## config.mk

```make
export PLATFORM = sky130hd
export DESIGN_NAME = lsu_unit
export DESIGN_NICKNAME = d
export VERILOG_FILES = /design/src/rtl/lsu_unit.sv
export SDC_FILE = /design/constraint.sdc
export NUM_CORES = 1
export LEC_CHECK = 0
export CORE_MARGIN = 5
export CORE_UTILIZATION = 49
export DETAILED_ROUTE_END_ITERATION = 10
export PLACE_DENSITY = 0.95
export SYNTH_ARGS = -nofsm -noshare
export SYNTH_HDL_FRONTEND = slang
export SYNTH_SLANG_ARGS = --single-unit
```

## constraint.sdc

```tcl
create_clock -name clk -period 4.15 [get_ports clk]
set_input_delay 0.6225 -clock clk [delete_from_list [all_inputs] [get_ports clk]]
set_output_delay 0.6225 -clock clk [all_outputs]
set_load 0.01 [all_outputs]
```

## src/rtl/lsu_unit.sv

```systemverilog
// lsu_unit: load/store unit between the execute stage and the data memory.
// It runs one data-memory bus transaction per accepted request, with
// byte-lane steering, byte enables, a wait-state handshake and a timeout.
// It returns extended load data with a one-cycle done pulse.
//
// Ports:
//   clk, reset_n               clock (rising edge), async active-low reset
//   mem_read, mem_write        load / store request from the decoder
//   inst_size, load_unsigned   access size (00 b, 01 h, 1x w), zero-extend loads
//   addr, wdata                byte address, right-aligned store data
//   busy, done, rdata, fault   status towards the pipeline (rdata/fault valid with done)
//   bus_req, bus_we, bus_addr,
//   bus_be, bus_wdata          data-memory request, held until bus_ack
//   bus_ack, bus_rdata         data-memory completion and read word
module lsu_unit #(
  parameter int TIMEOUT_CYCLES = 255
) (
  input  logic        clk,
  input  logic        reset_n,
  input  logic        mem_read,
  input  logic        mem_write,
  input  logic [1:0]  inst_size,
  input  logic        load_unsigned,
  input  logic [31:0] addr,
  input  logic [31:0] wdata,
  output logic        busy,
  output logic        done,
  output logic [31:0] rdata,
  output logic [1:0]  fault,
  output logic        bus_req,
  output logic        bus_we,
  output logic [31:0] bus_addr,
  output logic [3:0]  bus_be,
  output logic [31:0] bus_wdata,
  input  logic        bus_ack,
  input  logic [31:0] bus_rdata
);

  // The counter only has to reach TIMEOUT_CYCLES-1.
  localparam int CNT_W = (TIMEOUT_CYCLES < 2) ? 1 : $clog2(TIMEOUT_CYCLES);
  localparam logic [CNT_W-1:0] CNT_LAST = CNT_W'(TIMEOUT_CYCLES - 1);

  localparam logic [1:0] FAULT_OK       = 2'b00;
  localparam logic [1:0] FAULT_MISALIGN = 2'b01;
  localparam logic [1:0] FAULT_TIMEOUT  = 2'b10;
  localparam logic [1:0] FAULT_ILLEGAL  = 2'b11;

  typedef enum logic [1:0] {IDLE, BUS, RESP} state_t;

  function automatic logic misaligned(input logic [1:0] size, input logic [1:0] off);
    return ((size == 2'b01) && off[0]) || (size[1] && (off != 2'b00));
  endfunction

  function automatic logic [3:0] lane_enables(input logic [1:0] size, input logic [1:0] off);
    case (size)
      2'b00:   return 4'b0001 << off;
      2'b01:   return off[1] ? 4'b1100 : 4'b0011;
      default: return 4'b1111;
    endcase
  endfunction

  function automatic logic [31:0] steer_store(input logic [1:0] size, input logic [31:0] data);
    case (size)
      2'b00:   return {4{data[7:0]}};
      2'b01:   return {2{data[15:0]}};
      default: return data;
    endcase
  endfunction

  function automatic logic [31:0] extract_load(input logic [1:0] size, input logic uns,
                                               input logic [1:0] off, input logic [31:0] word);
    logic [31:0] sh;
    case (size)
      2'b00: begin
        sh = word >> {off, 3'b000};
        return uns ? {24'h0, sh[7:0]} : {{24{sh[7]}}, sh[7:0]};
      end
      2'b01: begin
        sh = word >> {off[1], 4'b0000};
        return uns ? {16'h0, sh[15:0]} : {{16{sh[15]}}, sh[15:0]};
      end
      default: return word;
    endcase
  endfunction

  state_t           state, state_nxt;
  logic [CNT_W-1:0] cnt, cnt_nxt;
  logic [1:0]       req_size, req_size_nxt;
  logic             req_uns, req_uns_nxt;
  logic [1:0]       req_off, req_off_nxt;

  logic        busy_nxt, done_nxt, bus_req_nxt, bus_we_nxt;
  logic [31:0] rdata_nxt, bus_addr_nxt, bus_wdata_nxt;
  logic [1:0]  fault_nxt;
  logic [3:0]  bus_be_nxt;

  always_ff @(posedge clk or negedge reset_n) begin
    if (!reset_n) begin
      state     <= IDLE;
      cnt       <= '0;
      req_size  <= 2'b00;
      req_uns   <= 1'b0;
      req_off   <= 2'b00;
      busy      <= 1'b0;
      done      <= 1'b0;
      fault     <= 2'b00;
      rdata     <= 32'h0;
      bus_req   <= 1'b0;
      bus_we    <= 1'b0;
      bus_addr  <= 32'h0;
      bus_be    <= 4'h0;
      bus_wdata <= 32'h0;
    end else begin
      state     <= state_nxt;
      cnt       <= cnt_nxt;
      req_size  <= req_size_nxt;
      req_uns   <= req_uns_nxt;
      req_off   <= req_off_nxt;
      busy      <= busy_nxt;
      done      <= done_nxt;
      fault     <= fault_nxt;
      rdata     <= rdata_nxt;
      bus_req   <= bus_req_nxt;
      bus_we    <= bus_we_nxt;
      bus_addr  <= bus_addr_nxt;
      bus_be    <= bus_be_nxt;
      bus_wdata <= bus_wdata_nxt;
    end
  end

  // Next-state and next-output logic; every output is a register, so the
  // values computed here appear one cycle after the deciding input.
  always_comb begin
    state_nxt     = state;
    cnt_nxt       = cnt;
    req_size_nxt  = req_size;
    req_uns_nxt   = req_uns;
    req_off_nxt   = req_off;
    busy_nxt      = busy;
    done_nxt      = 1'b0;
    fault_nxt     = fault;
    rdata_nxt     = rdata;
    bus_req_nxt   = bus_req;
    bus_we_nxt    = bus_we;
    bus_addr_nxt  = bus_addr;
    bus_be_nxt    = bus_be;
    bus_wdata_nxt = bus_wdata;

    case (state)
      IDLE: begin
        if (mem_read && mem_write) begin
          state_nxt = RESP;
          busy_nxt  = 1'b1;
          done_nxt  = 1'b1;
          fault_nxt = FAULT_ILLEGAL;
          rdata_nxt = 32'h0;
        end else if (mem_read || mem_write) begin
          if (misaligned(inst_size, addr[1:0])) begin
            state_nxt = RESP;
            busy_nxt  = 1'b1;
            done_nxt  = 1'b1;
            fault_nxt = FAULT_MISALIGN;
            rdata_nxt = 32'h0;
          end else begin
            state_nxt     = BUS;
            cnt_nxt       = '0;
            req_size_nxt  = inst_size;
            req_uns_nxt   = load_unsigned;
            req_off_nxt   = addr[1:0];
            busy_nxt      = 1'b1;
            bus_req_nxt   = 1'b1;
            bus_we_nxt    = mem_write;
            bus_addr_nxt  = {addr[31:2], 2'b00};
            bus_be_nxt    = lane_enables(inst_size, addr[1:0]);
            bus_wdata_nxt = steer_store(inst_size, wdata);
          end
        end
      end

      BUS: begin
        // An ack in the last counted cycle wins over the timeout.
        if (bus_ack) begin
          state_nxt   = RESP;
          bus_req_nxt = 1'b0;
          done_nxt    = 1'b1;
          fault_nxt   = FAULT_OK;
          rdata_nxt   = bus_we ? 32'h0 : extract_load(req_size, req_uns, req_off, bus_rdata);
        end else if (cnt == CNT_LAST) begin
          state_nxt   = RESP;
          bus_req_nxt = 1'b0;
          done_nxt    = 1'b1;
          fault_nxt   = FAULT_TIMEOUT;
          rdata_nxt   = 32'h0;
        end else begin
          cnt_nxt = cnt + 1'b1;
        end
      end

      RESP: begin
        state_nxt     = IDLE;
        busy_nxt      = 1'b0;
        fault_nxt     = FAULT_OK;
        rdata_nxt     = 32'h0;
        bus_we_nxt    = 1'b0;
        bus_addr_nxt  = 32'h0;
        bus_be_nxt    = 4'h0;
        bus_wdata_nxt = 32'h0;
      end

      default: state_nxt = IDLE;
    endcase
  end

endmodule

```

==> key figures, run 1 <==
Yosys
  • Yosys top cell by area: dfrtp_1
  • Synth warn: 0
  • Top cells by area, synth: dfrtp_1, nand2_1, o31ai_1, o21ai_0, mux2i_1
  • Yosys cell types: 45
  • Gate count of the mapped netlist: 640
  • Top cells by count, synth: dfrtp_1, nand2_1, o21ai_0
  • Seq/Total Area, Yosys: 49.5%
  • Post-synth top area share: 49.5%
  • Synth Register Bits: 119
  • Synth Cell Area: 6020 µm²
  • Async set or reset register ratio after synthesis: 100%
  • Mean Syn Cell Area: 9.40 µm²
  • Synth Flop Type: dfrtp_1
  • Most frequent cell after synthesis: dfrtp_1
  • Count of flip-flops with a built-in enable after synthesis: 0

Clock tree
  • Max Buffers Root-to-Sink: 2
  • TritonCTS buffer count: 17
  • Clock root buffer: clkbuf_16
  • CTS clk-pin slew, worst paths: 0.06 ns
  • Hold_buf cts: 0
  • H-tree depth: 4
  • Postcts setup bufs: 0
  • CTS tree: built
  • Clk sinks: 119
  • CTS resizes: 0
  • Worst-skew pair later-pin latency: 0.42 ns

Floorplan
  • Initial Utilization: 50.1%
  • Top Ports: 210
  • Die X-Extent: 121 µm
  • Row cnt: 40
  • Die Y: 121 µm
  • Die ar.: 14600 µm²
  • Core footprint: 12000 µm²

Global route
  • Overall Global Routing Usage: 23.9%
  • GRT overflow: 0
  • Vias in the first global route: 5529
  • Initial antenna violation count: 0
  • Largest net degree at the start of global routing: 135
  • First-pass GRT wire length: 27500 µm

Worst setup path
  • CP required: 4.45 ns
  • Critical path fanouts, max: 17
  • Critical Path Sink Type: register
  • Critical path type: register to register
  • Terminus of the critical flop-to-flop path: rdata[17]
  • Worst setup endpoint: rdata[17]
  • Crit path from: state[1]
  • FF-to-FF setup slack: 1.47 ns
  • Reg2reg start: state[1]
  • Crit path DAT: 2.98 ns
  • CP startpoint kind: register
  • R2R cell count: 5

Routing
  • Vias per Instance: 5.59
  • WL/cell: 17.6 µm
  • Vias post-DR: 5497
  • Pre-Repair DR Iteration Count: 6
  • Starting DRT DRC Count: 432
  • Routed Antenna Nets: 0
  • DRC violations left: 0
  • Final Routed Wirelength: 17300 µm

STA
  • Clock period minus worst slack: 2.68 ns
  • Relative slew margins: 27.4%
  • Final Skew: 0.0110 ns
  • Final Hold Vio Count: 0
  • Pins Over Slew Limit: 0
  • Worst slew pin tran: 1.09 ns
  • Fin crit share: 64.6%
  • RSZ-0062 raised after global routing: no
  • Final TNS setup: 0 ns
  • Highest clock rate: 373 MHz
  • Final setup fails: 0

Power and ir drop
  • Power Dens Cells: 662 nW/µm²
  • Power consumption: 5.77 mW
  • Static leakage power: 3.70 nW
  • Max IR drop VDD: 402 µV

Final layout
  • Fraction of layout cells with a size suffix above 1: 6.46%
  • Final #Nets: 932
  • ANT cells: 0
  • Area Growth Syn to Fin: 45.0%

Placement
  • Detailed placer's ending HPWL: 12000 µm
  • # port buffers: 207
  • Placer Congestion: 0.814

Run status
  • Status: completed

Worst hold path
  • Hold/Removal Path Class: input port to asynchronous set/reset pin

Flow run
  • Max-cap violations: 0
## metal layers
| layer | vias to the layer above | wire (µm) | share of wire, % | GRT usage (%) |
|---|---|---|---|---|
| met4 | 0 | 650 | 3.8 | 11.6 |
| met5 | - | 0 | 0 | 0 |
| met2 | 255 | 8320 | 48 | 39.7 |
| met3 | 51 | 1650 | 9.5 | 8.79 |
| met1 | 2592 | 6680 | 39 | 27.2 |
| li1 | 2599 | - | - | - |
## state kept, by name, summed over array words and instances, names as in the netlist, 2 cells and up
register / count
state: 2
fault: 2
cnt: 8
req_off: 2
bus_wdata: 32
req_size: 2
bus_be: 4
bus_addr: 30
rdata: 32
## final cells by class
class | instances | area, µm²
clock buffers | 19 | 433
inverters | 15 | 56.3
clock inverters | 13 | 180
well taps | 147 | 184
multi-input cells | 456 | 2760
flip-flops and latches | 119 | 2980
fillers | 823 | 3290
repair buffers | 214 | 2130
## cell usage in the layout (no fill, tap or decap), types with 2 or more instances in the layout
master	count
clkinvlp_4	3
nor2_1	18
o221ai_1	7
o31ai_1	49
nand4_1	2
a21oi_1	30
o22ai_1	3
clkbuf_1	2
conb_1	2
dfrtp_1	119
o21ai_1	4
nor3b_1	8
mux2i_1	32
nand3_1	5
nand2b_1	44
clkdlybuf4s50_1	206
inv_1	15
clkbuf_16	17
clkinv_2	4
o21ai_0	69
or3_1	5
buf_4	7
o31ai_2	3
a22oi_1	4
nor2b_1	18
bufinv_16	4
a21o_1	3
nand2_1	115
mux2_2	6
ha_1	4
a21boi_0	7
clkinv_4	2
## where the power goes
part	switching [mW]	leakage [nW]	internal [mW]
Combinational	1.32	1.84	1.13
Clock	0.540	0.293	1.00
Sequential	0.262	1.57	1.52
## worst min-delay path by stage
stage,startpoint,end,slack (ns),cells after the start
floorplan,reset_n,bus_addr[10],0.33,0
global route,reset_n,cnt[5],0.44,1
detailed placement,bus_wdata[8],bus_wdata[8],0.46,2
CTS,reset_n,cnt[5],0.39,1
global placement,rdata[25],rdata[25],0.46,2
finish,reset_n,cnt[3],0.35,1
## kinds of logic after synthesis
logic type                 after synthesis  synth area share (%)
AOI/OAI and AO/OA                      190                  20.3
xor gates and xnor gates                 1                 0.146
and+or+nand+nor                        220                  17.6
other                                    1                0.0623
DFF                                    119                  49.5
adders and majority gates                5                  1.04
buffers and inverters                   66                  4.95
muxes                                   38                  6.45
## per-stage QoR
step	utilization [%]	worst slack (ns)	instance area [µm²]	hold WS, ns	cells
2_1_floorplan	-	2.21	6020	0.327	641
3_3_place_gp	67.5	1.26	8110	0.460	951
3_5_place_dp	67.5	1.14	8110	0.465	951
4_1_cts	72.6	1.43	8720	0.389	983
5_1_grt	72.6	1.30	8720	0.439	983
6_report	72.6	1.47	8720	0.354	983
## critical path: stages, from the launching register on
cell	delay (ns)
dfrtp_1	0.40
inv_1	0.09
ha_1	0.33
and3b_1	0.57
nand3_1	0.67
o31ai_1	0.50
Note: power is estimated with default switching activity, not from simulation.
==> inputs of run 2 (changes only) <==
Settings changed: CORE_UTILIZATION 49 to 41, PLACE_DENSITY 0.95 to 0.87.
Clock period 4.15 ns to 2.3 ns, I/O delays scaled along.
==> run 2 against run 1 <==
Effect of this change:
- die area increased by 18%
- power increased by 83%
- maximum frequency is 25% higher
- combinational power grew 93%
- design area rose by 2.6%
- sequential share of layout area fell by 0.86 points
- via count decreased by 2.1%
- non-clock buffer count grew 18
- global-route usage shrank 4.3 points
- largest cell class unchanged
- highest routed layer unchanged
==> key figures, run 2 (synthesized netlist as in run 1, its figures left out) <==
Global route
  • GRT overflow: 0 (unchanged)
  • Initial antenna violation count: 0 (unchanged)
  • Vias in the first global route: 5472 (-1.0%)
  • Largest net degree at the start of global routing: 70 (-48%)
  • First-pass GRT wire length: 27800 µm (+1.1%)
  • Overall Global Routing Usage: 19.7% (-4.3 points)

Routing
  • Vias per Instance: 5.19 (-7.2%)
  • Vias post-DR: 5383 (-2.1%)
  • DRC violations left: 0 (unchanged)
  • Pre-Repair DR Iteration Count: 4 (-2)
  • WL/cell: 16.5 µm (-6.3%)
  • Starting DRT DRC Count: 246 (-43%)
  • Final Routed Wirelength: 17100 µm (-1.2%)
  • Routed Antenna Nets: 0 (unchanged)

Placement
  • Detailed placer's ending HPWL: 12400 µm (+3.5%)
  • Placer Congestion: 0.838 (+2.8%)
  • # port buffers: 207 (unchanged)
  • Dpl cells: 1005 (+5.7%)
  • Setup WS pre-CTS: -0.0383 ns (-1.18 ns)
  • DP Area: 8340 µm² (+2.9%)

Worst setup path
  • Critical Path Sink Type: register
  • Critical path type: register to register
  • Reg2reg start: state[1]
  • CP startpoint kind: register
  • Crit path DAT: 2.44 ns (-0.54 ns)
  • Crit path from: state[1]
  • CP required: 2.60 ns (-1.85 ns)
  • Critical path fanouts, max: 60 (+43)

Clock tree
  • Max Buffers Root-to-Sink: 2 (unchanged)
  • CTS tree: built
  • H-tree depth: 4 (unchanged)
  • Clk sinks: 119 (unchanged)
  • CTS clk-pin slew, worst paths: 0.06 ns (about the same)
  • TritonCTS buffer count: 17 (unchanged)
  • Worst-skew pair later-pin latency: 0.40 ns (-0.02 ns)
  • Clock root buffer: clkbuf_16

Power and ir drop
  • Max IR drop VDD: 660 µV (+64%)
  • Power Dens Cells: 1180 nW/µm² (+78%)
  • Static leakage power: 3.80 nW (+2.8%)

STA
  • Final Hold Vio Count: 0 (unchanged)
  • Pins Over Slew Limit: 0 (unchanged)
  • Highest clock rate: 467 MHz (+25%)
  • Final Skew: 0.00833 ns (-0.00271 ns)
  • Clock period minus worst slack: 2.14 ns (-0.540 ns)
  • Worst slew pin tran: 1.00 ns (-0.0840 ns)
  • Final setup fails: 0 (unchanged)
  • RSZ-0062 raised after global routing: no
  • Setup ws final: 0.160 ns (-1.31 ns)
  • Relative slew margins: 32.9% (+5.5 points)
  • Fin crit share: 93.0% (+28 points)

Floorplan
  • Initial Utilization: 41.5% (-8.5 points)
  • Top Ports: 210 (unchanged)
  • Die ar.: 17200 µm² (+18%)
  • Row cnt: 44 (+10%)
  • Die Y: 131 µm (+8.6%)
  • Die X-Extent: 131 µm (+8.6%)
  • Core footprint: 14500 µm² (+21%)

Final layout
  • Commonest cells after routing, fill and taps aside: clkdlybuf4s50_1, dfrtp_1, nand2_1
  • Largest regs: bus_wdata (32), rdata (32), bus_addr (30)
  • Layout Utilization: 61.8% (-11 points)
  • Final #Nets: 950 (+1.9%)
  • ANT cells: 0 (unchanged)
  • Fraction of layout cells with a size suffix above 1: 8.21% (+1.7 points)
  • Non-filler cells, final: 1037 (+5.5%)
  • Commonest non-fill, non-tap cell in the layout: clkdlybuf4s50_1
  • Area Growth Syn to Fin: 48.7%
  • Design area: 8950 µm² (+2.6%)

Worst hold path
  • Hold/Removal Path Class: input port to asynchronous set/reset pin

Run status
  • Status: completed

Flow run
  • Max-cap violations: 0 (unchanged)
==> run 2: worst max-delay path, stage by stage, from the launching register on <==
cell and delay (ns):
dfrtp_1 0.40, inv_1 0.10, ha_2 0.27, inv_1 0.15, a31o_1 0.26, a221o_2 0.37
buf_12 0.19, o31ai_1 0.28
==> run 2: path summary, 6_finish.rpt <==
check	endpoint	slack (ns)	cells past startpoint
setup / recovery	rdata[24]	0.16	7
min in group clk	bus_wdata[22]	0.47	2
setup reg to reg	rdata[24]	0.16	7
hold / removal	done	0.35	2
hold reg to reg	bus_wdata[22]	0.47	2
max in group asynchronous	bus_addr[19]	1.21	3
==> run 2: timing repair <==
item,4_1_cts,5_1_grt
endpoints found under the hold margin,15,0
hold buffers,1,0
buffers inserted,0,0
setup endpoints to repair,0,18
resized for setup,0,1
==> run 2: layer usage <==
| metal | track usage, % | routed length, µm |
|---|---|---|
| met1 | 23.2 | 7020 |
| met2 | 32.6 | 8290 |
| met3 | 7.99 | 1540 |
| met4 | 6.52 | 254 |
| met5 | 0 | 0 |
==> run 2: final cells by class <==
class | count | area [µm²]
Tap cell | 184 | 230
Timing Repair Buffer | 232 | 2330
Inverter | 15 | 56.3
Fill cell | 1184 | 5530
Multi-Input combinational cell | 456 | 2760
Clock inverter | 9 | 125
Clock buffer | 22 | 464
Sequential cell | 119 | 2980
==> run 2: report_power, final <==
part           internal [mW]  switching, mW
registers               2.74          0.410
logic                   2.30           2.45
clock network           1.75          0.907
total                   6.79           3.76
==> run 2: through the flow <==
stage / hold WS, ns / TNS, ns / power [mW]
final: 0.351 / 0 / 10.5
after global routing: 0.374 / 0 / 11.3
after global placement: 0.228 / 0 / 7.83
after detailed placement: 0.228 / -0.0383 / 7.94
after floorplan: 0.0494 / 0 / 5.79
after CTS: 0.335 / 0 / 10.7
==> inputs of run 3 (changes only) <==
Settings changed: HOLD_SLACK_MARGIN set to 0.15.
==> results of run 3 <==
Same layout as run 2: the final DEF is identical, and so are final timing and power.
